--- src/rtl/game_round_pkg.sv ---
// rtl/game_round_pkg.sv - shared state encoding and constants for the match sequencer
package game_round_pkg;

    typedef enum logic [2:0] {
        ST_IDLE,
        ST_PLAY,
        ST_PAUSE,
        ST_SCORE,
        ST_OVER
    } state_t;

    localparam logic [1:0] LEVEL_MAX  = 2'd3;
    localparam int         STREAK_LEN = 2;

    // Speed level never wraps past the top level.
    function automatic logic [1:0] level_inc(input logic [1:0] lvl);
        return (lvl == LEVEL_MAX) ? lvl : lvl + 2'd1;
    endfunction

endpackage

--- src/rtl/game_round_timer.sv ---
// rtl/game_round_timer.sv - end-of-round pause down-counter
//   clk, rst_n : clock, asynchronous active-low reset
//   load       : start a pause of TIMER_CYCLES cycles
//   running    : high for exactly TIMER_CYCLES cycles after load
//   done       : one-cycle pulse in the last running cycle (count == 0)
module game_round_timer #(
    parameter int TIMER_CYCLES = 50_000_000
) (
    input  logic clk,
    input  logic rst_n,
    input  logic load,
    output logic running,
    output logic done
);

    localparam int TW = $clog2(TIMER_CYCLES);

    logic [TW-1:0] count;

    assign done = running && (count == '0);

    always_ff @(posedge clk or negedge rst_n) begin
        if (!rst_n) begin
            count   <= '0;
            running <= 1'b0;
        end else if (load) begin
            count   <= TW'(TIMER_CYCLES - 1);
            running <= 1'b1;
        end else if (running) begin
            if (count == '0) begin
                running <= 1'b0;
            end else begin
                count <= count - TW'(1);
            end
        end
    end

endmodule

--- src/rtl/game_round_sequencer.sv ---
// rtl/game_round_sequencer.sv - match-level controller above the game master
//   clk, rst_n                : clock, asynchronous active-low reset
//   start_key                 : debounced level, rising edge starts a match
//   end_of_game_timer_start   : end-of-round pulse from the game master
//   game_won                  : round outcome level from the game master
//   end_of_game_timer_running : pause timer active
//   game_enable               : match active, game master may run
//   level, lives              : target speed level, remaining lives
//   hit_count, round_count    : hits and completed rounds this match
//   match_over, match_won     : match finished, and whether it was won
module game_round_sequencer
    import game_round_pkg::*;
#(
    parameter int TIMER_CYCLES = 50_000_000,
    parameter int ROUNDS       = 8,
    parameter int LIVES        = 3,
    parameter int WIN_HITS     = 5
) (
    input  logic                          clk,
    input  logic                          rst_n,
    input  logic                          start_key,
    input  logic                          end_of_game_timer_start,
    input  logic                          game_won,
    output logic                          end_of_game_timer_running,
    output logic                          game_enable,
    output logic [1:0]                    level,
    output logic [1:0]                    lives,
    output logic [$clog2(ROUNDS+1)-1:0]   hit_count,
    output logic [$clog2(ROUNDS+1)-1:0]   round_count,
    output logic                          match_over,
    output logic                          match_won
);

    localparam int CW = $clog2(ROUNDS + 1);

    state_t        state;
    logic          start_key_q;
    logic          start_edge;
    logic          timer_load;
    logic          timer_done;
    logic [1:0]    streak;

    logic [CW-1:0] hit_next;
    logic [CW-1:0] round_next;
    logic [1:0]    lives_next;
    logic [1:0]    level_next;
    logic [1:0]    streak_next;
    logic          to_over;

    assign start_edge = start_key & ~start_key_q;
    // Loading only from PLAY makes extra pulses during the pause harmless.
    assign timer_load = (state == ST_PLAY) && end_of_game_timer_start;

    game_round_timer #(
        .TIMER_CYCLES(TIMER_CYCLES)
    ) u_timer (
        .clk    (clk),
        .rst_n  (rst_n),
        .load   (timer_load),
        .running(end_of_game_timer_running),
        .done   (timer_done)
    );

    // Score update, only committed at the edge leaving SCORE.
    always_comb begin
        hit_next    = hit_count;
        lives_next  = lives;
        level_next  = level;
        streak_next = streak;
        round_next  = round_count + CW'(1);
        if (game_won) begin
            hit_next = hit_count + CW'(1);
            if (int'(streak) + 1 >= STREAK_LEN) begin
                streak_next = 2'd0;
                level_next  = level_inc(level);
            end else begin
                streak_next = streak + 2'd1;
            end
        end else begin
            lives_next  = (lives == 2'd0) ? 2'd0 : lives - 2'd1;
            streak_next = 2'd0;
        end
        to_over = (lives_next == 2'd0) || (round_next == CW'(ROUNDS));
    end

    always_ff @(posedge clk or negedge rst_n) begin
        if (!rst_n) begin
            state       <= ST_IDLE;
            start_key_q <= 1'b0;
            game_enable <= 1'b0;
            level       <= 2'd0;
            lives       <= 2'd0;
            streak      <= 2'd0;
            hit_count   <= '0;
            round_count <= '0;
            match_over  <= 1'b0;
            match_won   <= 1'b0;
        end else begin
            start_key_q <= start_key;
            case (state)
                ST_IDLE, ST_OVER: begin
                    if (start_edge) begin
                        state       <= ST_PLAY;
                        game_enable <= 1'b1;
                        match_over  <= 1'b0;
                        match_won   <= 1'b0;
                        lives       <= 2'(LIVES);
                        level       <= 2'd0;
                        streak      <= 2'd0;
                        hit_count   <= '0;
                        round_count <= '0;
                    end
                end
                ST_PLAY: begin
                    if (end_of_game_timer_start) begin
                        state <= ST_PAUSE;
                    end
                end
                ST_PAUSE: begin
                    if (timer_done) begin
                        state <= ST_SCORE;
                    end
                end
                ST_SCORE: begin
                    hit_count   <= hit_next;
                    round_count <= round_next;
                    lives       <= lives_next;
                    level       <= level_next;
                    streak      <= streak_next;
                    if (to_over) begin
                        state       <= ST_OVER;
                        game_enable <= 1'b0;
                        match_over  <= 1'b1;
                        match_won   <= (int'(hit_next) >= WIN_HITS);
                    end else begin
                        state <= ST_PLAY;
                    end
                end
                default: begin
                    state       <= ST_IDLE;
                    game_enable <= 1'b0;
                end
            endcase
        end
    end

endmodule

--- config.mk ---
export PLATFORM = sky130hd
export DESIGN_NAME = game_round_sequencer
export DESIGN_NICKNAME = d
export VERILOG_FILES = /design/src/rtl/game_round_pkg.sv /design/src/rtl/game_round_timer.sv /design/src/rtl/game_round_sequencer.sv
export SDC_FILE = /design/constraint.sdc
export NUM_CORES = 1
export LEC_CHECK = 0
export CAP_MARGIN = 10
export CORE_ASPECT_RATIO = 0.7
export CORE_UTILIZATION = 60
export CTS_BUF_LIST = sky130_fd_sc_hd__clkbuf_8
export DETAILED_ROUTE_END_ITERATION = 10
export PLACE_DENSITY = 0.91
export SETUP_SLACK_MARGIN = 0.05
export SYNTH_ARGS = -nofsm -noshare
export SYNTH_HDL_FRONTEND = slang
export SYNTH_SLANG_ARGS = --single-unit
--- constraint.sdc ---
create_clock -name clk -period 3.3 [get_ports clk]
set_clock_uncertainty 0.15 [all_clocks]
set_input_delay 0.495 -clock clk [delete_from_list [all_inputs] [get_ports clk]]
set_output_delay 0.495 -clock clk [all_outputs]
set_load 0.05 [all_outputs]
==> results of run 1 <==
-- flip-flops by register name, indices dropped and copies added, names as in the netlist --
name and flops:
u_timer.count 26, hit_count 4, round_count 4, state 3, level 2, lives 2, streak 2, game_enable 1
match_over 1, match_won 1, start_key_q 1, u_timer.running 1
-- worst paths after layout --
kind                                     end
max reg2reg                u_timer.count[15]
min reg2reg                       match_over
max in group asynchronous  u_timer.count[12]
max                        u_timer.count[15]
min in group clk                  match_over
min                         u_timer.count[8]
-- worst max-delay path, stage by stage (launching register included) --
cell     delay (ns)
dfrtp_1        0.43
inv_1          0.07
ha_1           0.16
nor4b_2        0.64
nand3_1        0.30
o21ai_1        0.54
or4_1          0.20
nand3_1        0.07
-- area by class of cell --
type	instances	area, sq um	area share (%)
Clock buffer	6	82.58	2.896
Clock inverter	2	7.507	0.2633
Inverter	9	33.78	1.185
Multi-Input combinational cell	200	1244	43.62
Sequential cell	48	1201	42.12
Tap cell	52	65.06	2.282
Timing Repair Buffer	23	217.7	7.635
-- layer usage --
layer  track usage (%)  vias to the layer above
li1                  -                     1008
met1             41.33                     1009
met2             36.51                       84
met3             5.528                        7
met4             9.351                        0
met5                 0                        -
-- cell families after synthesis --
logic type | synth area share, %
AND/OR/NAND/NOR | 24.73
adder cells (fa/ha/maj) | 2.478
flip-flops | 47.57
multiplexers | 2.379
AO/OA/AOI/OAI | 13.78
XOR/XNOR | 5.897
buffers and inverters | 3.171
-- report_power, final --
group          internal, mW  switching (mW)
registers             0.688           0.129
clock network         0.165           0.191
logic                 0.219           0.361
-- metrics by stage --
| stage | area (sq um) | total power [mW] | worst slack, ns | std cells | hold slack, ns |
|---|---|---|---|---|---|
| 4_1_cts | 2851 | 1.756 | 0.6077 | 340 | 0.2538 |
| 6_report | 2851 | 1.754 | 0.5735 | 340 | 0.2048 |
| 2_1_floorplan | 2525 | 1.215 | 0.9692 | 269 | 0.04941 |
| 3_3_place_gp | 2761 | 1.373 | 0.7292 | 332 | 0.3178 |
| 5_1_grt | 2851 | 1.852 | 0.3660 | 340 | 0.2906 |
| 3_5_place_dp | 2761 | 1.401 | 0.6241 | 332 | 0.3240 |
-- layout by cell type, fill, tap and decap left out, types with 5 or more instances in the layout --
cell type / instances
dfrtp_1: 48
nand2_1: 30
nor2_1: 22
clkdlybuf4s50_1: 19
nand3_1: 15
o21ai_0: 15
xnor2_1: 12
a21oi_1: 12
inv_1: 11
nor3_1: 9
nand4_1: 7
nand2b_1: 6
mux2i_1: 6
o31ai_1: 6
clkbuf_8: 6
nor4_1: 5
xor2_1: 5
ha_1: 5
==> results by group, run 1 <==
Timing
  • F_max: 0.3668 GHz
  • Rel. slew slack: 31.93%
  • Actual slew at the worst max-slew pin: 1.021 ns
  • RSZ-0062 raised after global routing: no
  • TNS Setup: 0 ns
  • Final hold violations: 0
  • Pins over their slew limit: 0
  • Final setup violation count: 0
  • Tmin final: 2.726 ns
  • Final Cycle Share: 82.62%

Clock tree
  • Root Driver: clkbuf_8
  • CTS tree: yes
  • Clk buf depth: 2
  • H-tree lvl count: 2
  • Total clock sinks: 48
  • CTS clk-pin slew, worst paths: 0.09 ns
  • Clock latency on the worst-skew pair: 0.31 ns
  • Setup Fix Bufs, Post-CTS: 0
  • Hold_buf cts: 0
  • CTS resizes: 0
  • Total CTS buffers: 5

Route
  • TritonRoute pass-1 iters: 5
  • Residual DRC: 0
  • Met3 routed WL: 327 um
  • Met2 routed WL: 2.352 mm
  • Antenna violation net count after detailed routing: 0
  • Initial DRC Count: 240
  • DR vias: 2108
  • Top Metal Used: met4
  • M1 WL: 2.661 mm
  • Post-DR vias/cell: 6.200
  • WL per Instance: 15.95 um
  • Final WL: 5.422 mm

Floorplanning
  • Die area: 0.004476 sq mm
  • Initial Util: 63.60%
  • Die X: 79.54 um
  • Die Y: 56.28 um
  • Row count: 19
  • I/O Pins: 21
  • Core ar.: 0.003970 sq mm

Global route
  • Initial antenna violation count: 0
  • First-pass GRT wire length: 8.880 mm
  • Pin count of the biggest net entering global routing: 49
  • GRT Overall Usage: 26.56%
  • Vias in the first global route: 1874
  • Total grt overflow: 0

Synth
  • EDFF count, synth: 0
  • Post-synth top area cell: dfrtp_1
  • Commonest cells in the netlist: dfrtp_1, nand2_1, nor2_1
  • Post-Syn Area: 0.002525 sq mm
  • Leading post-synthesis cells by cell area: dfrtp_1, nand2_1, xnor2_1, nor2_1, nand3_1
  • Synth unique cells: 49
  • Post-synthesis sequential area ratio: 47.57%
  • Ys flop type: dfrtp_1
  • Yosys top cell area share: 47.57%
  • Seq cells post-synth: 48
  • Synth warn: 0
  • Net Count, Synth: 279
  • Post-synthesis async set-or-reset flop share: 100.0%
  • Avg Inst Size Synth: 9.386 sq um
  • Most frequent cell after synthesis: dfrtp_1
  • Mapped Cells: 269

Finish
  • Share of cells above drive strength 1: 6.597%
  • Nets@finish: 297
  • FILL cells: 270
  • Number of diodes: 0
  • Post-layout util: 71.82%
  • Syn-to-layout area delta: 12.93%

Place
  • Port bufs: 20
  • Post-DP HPWL: 3.782 mm
  • Gp weighted congestion: 0.8913

Job
  • Maxcap violations: 0

Pwr
  • Pwr dens: 615.0 mW/mm^2
  • Pleak: 1.105 nW
  • Maximum resistive drop on vdd: 0.4243 mV

Setup path
  • WP data required: 3.29 ns
  • Crit Path Class: flop to flop
  • Largest fanout on the critical path: 9
  • WP data arrival: 2.72 ns
  • Crit. End Element: flop
  • R2R depth: 7
  • Setup crit start kind: flop
  • Worst setup startpoint: u_timer.count[0]
  • R2r setup slk: 0.57 ns
  • Crit Reg-Reg Startpoint: u_timer.count[0]

Worst hold path
  • Hold Path Class: input port to asynchronous set/reset pin

Run status
  • Status: completed
Note: power is estimated with default switching activity, not from simulation.
==> inputs of run 2 (changes only) <==
Clock period 3.3 ns to 2.8 ns, I/O delays scaled along.
==> run 2 against run 1 <==
Flip-flop and latch count unchanged. Final area up 2.1%. First-iteration DRC count up 20%. Setup slack worse by 0.22 ns. Worst hold slack better by 0.13 ns. Sequential power up 18%. Highest routed layer unchanged. Utilization up 1.5 points. Non-clock buffer count up 7. Register-to-register slack worse by 0.22 ns. Final cell count up 2.1%. Die area unchanged. Via count up 0.38%.
==> results by group, run 2 (synthesis results as in run 1) <==
Worst hold path
  • Hold Path Cell Cnt: 1
  • Hold endpoint: match_over
  • HP Start: match_over
  • Hold Path Class: flop to flop

Finish
  • Leading cell type in the layout, fill and taps excluded: dfrtp_1
  • Commonest non-fill, non-tap cells in the layout: dfrtp_1, nand2_1, nor2_1, clkdlybuf4s50_1
  • Nets@finish: 304 (+2.4%)
  • Top Registers: u_timer.count (26), hit_count (4), round_count (4)
  • Area of the multi-input gates: 0.001244 sq mm (unchanged)
  • Largest Register: u_timer.count
  • Number of diodes: 0 (unchanged)
  • Register cell area after layout: 0.001201 sq mm (unchanged)
  • Max reg flops: 26 (unchanged)
  • FILL cells: 269 (-0.37%)
  • Share of cells above drive strength 1: 8.814% (+2.2 points)
  • Syn-to-layout area delta: 15.26%

Pwr
  • P_sw: 0.8005 mW (+18%)
  • Pwr dens: 712.2 mW/mm^2 (+16%)
  • Maximum resistive drop on vdd: 0.4349 mV (+2.5%)
  • Sequential group share of total power: 46.7% (about the same)
  • Total power: 2.073 mW (+18%)
  • Switching power share of the total: 38.62% (-0.21 points)
  • Pleak: 1.133 nW (+2.5%)
  • Logic pwr share: 32.9% (-0.2 points)
  • Int Power: 1.272 mW (+19%)
  • Clock share of power: 20.4% (about the same)

Floorplanning
  • Row count: 19 (unchanged)
  • I/O Pins: 21 (unchanged)
  • Core ar.: 0.003970 sq mm (unchanged)
  • Initial Util: 63.60% (unchanged)
  • Die X: 79.54 um (unchanged)
  • Die area: 0.004476 sq mm (unchanged)
  • Die Y: 56.28 um (unchanged)

Job
  • Maxcap violations: 0 (unchanged)

Timing
  • Rel. slew slack: 54.85% (+23 points)
  • Final hold violations: 0 (unchanged)
  • Actual slew at the worst max-slew pin: 0.6602 ns (-0.3609 ns)
  • RSZ-0062 raised after global routing: no
  • Final Cycle Share: 87.25% (+4.6 points)
  • Pins over their slew limit: 0 (unchanged)
  • Tmin final: 2.443 ns (-0.2835 ns)
  • Setup WS post-layout: 0.3570 ns (-0.2165 ns)
  • TNS Setup: 0 ns (unchanged)
  • Final setup violation count: 0 (unchanged)
  • F_max: 0.4093 GHz (+12%)

Clock tree
  • Total clock sinks: 48 (unchanged)
  • CTS tree: yes
  • Clk buf depth: 2 (unchanged)
  • CTS clk-pin slew, worst paths: 0.08 ns (about the same)
  • Root Driver: clkbuf_8
  • H-tree lvl count: 2 (unchanged)
  • Total CTS buffers: 5 (unchanged)
  • Clock latency on the worst-skew pair: 0.30 ns (about the same)
  • Setup Fix Bufs, Post-CTS: 0 (unchanged)

Setup path
  • Crit Path Class: flop to flop
  • Crit. End Element: flop
  • Crit Reg-Reg Startpoint: u_timer.count[0]
  • R2r setup slk: 0.36 ns (-0.22 ns)
  • WP data arrival: 2.48 ns (-0.24 ns)
  • WP data required: 2.84 ns (-0.45 ns)
  • Setup crit start kind: flop
  • R2R depth: 5 (-2)
  • Crit Reg-Reg Endpoint: u_timer.count[23]
  • Largest fanout on the critical path: 4 (-5)

Route
  • TritonRoute pass-1 iters: 5 (unchanged)
  • WL per Instance: 15.93 um (about the same)
  • Post-DR vias/cell: 6.098 (-1.6%)
  • Residual DRC: 0 (unchanged)
  • DR vias: 2116 (+0.38%)
  • Antenna violation net count after detailed routing: 0 (unchanged)
  • Initial DRC Count: 288 (+20%)
  • Final WL: 5.529 mm (+2.0%)

Global route
  • Initial antenna violation count: 0 (unchanged)
  • Total grt overflow: 0 (unchanged)
  • First-pass GRT wire length: 9.535 mm (+7.4%)
  • Vias in the first global route: 2016 (+7.6%)
  • GRT Overall Usage: 27.99% (+1.4 points)
  • Pin count of the biggest net entering global routing: 30 (-39%)

Place
  • Worst slack, placed: 0.4006 ns (-0.2235 ns)
  • Port bufs: 20 (unchanged)
  • Gp weighted congestion: 0.8760 (-1.7%)
  • Post-DP HPWL: 4.026 mm (+6.5%)

Run status
  • Status: completed
[run 2: changes by cell type in the layout (fill, tap and decap cells not counted)]
| cell | delta |
|---|---|
| inv_1 | -1 |
| clkinvlp_4 | +1 |
| buf_4 | +6 |
| dlygate4sd3_1 | +1 |
[run 2: power by group through the flow]
stage	logic [mW]	registers [mW]	clock network, mW
6_report	0.683	0.968	0.423
2_1_floorplan	0.349	1.08	0
5_1_grt	0.747	0.985	0.460
3_5_place_dp	0.680	0.977	0
4_1_cts	0.685	0.964	0.430
3_3_place_gp	0.657	0.963	0
[run 2: worst max-delay path: stages (launching register included)]
cell,delay (ns)
dfrtp_1,0.43
or4_4,0.54
or3_4,0.35
a2111oi_0,0.60
xnor2_1,0.20
nand2_1,0.07
[run 2: cell type report]
class | instances | area share, %
inverter | 9 | 1.161
sequential | 48 | 41.27
multi-input combinational | 200 | 42.73
clock buffer | 6 | 2.837
tap | 52 | 2.236
clock inverter | 2 | 0.3869
timing repair buffer | 30 | 9.372
[run 2: worst max-delay path by stage]
| stage | from | endpoint | slack, ns |
|---|---|---|---|
| floorplan | u_timer.count[1] | u_timer.count[25] | 0.47 |
| global placement | u_timer.count[1] | u_timer.count[25] | 0.47 |
| detailed placement | u_timer.count[1] | u_timer.count[25] | 0.40 |
| CTS | u_timer.count[1] | u_timer.count[23] | 0.40 |
| global route | u_timer.count[0] | u_timer.count[23] | 0.16 |
| finish | u_timer.count[0] | u_timer.count[23] | 0.36 |
[run 2: repair_timing]
item | CTS | global route
hold buffers | 1 | 0
resized for setup | 0 | 0
endpoints found under the hold margin | 19 | 0
[run 2: through the flow]
step	util [%]	cell area [sq um]	std cells	hold slack, ns
6_report	73.31	2910	347	0.3313
5_1_grt	73.31	2910	347	0.3851
3_5_place_dp	70.69	2806	338	0.2346
3_3_place_gp	70.69	2806	338	0.2319
2_1_floorplan	-	2525	269	-0.02559
4_1_cts	73.31	2910	347	0.3353
[run 2: per-layer routing]
layer / share of wire, % / up-vias / track usage, %
li1: - / 1012 / -
met1: 49 / 1026 / 43.78
met2: 44 / 71 / 38.83
met3: 6.0 / 7 / 5.854
met4: 0.83 / 0 / 8.831
met5: 0 / - / 0
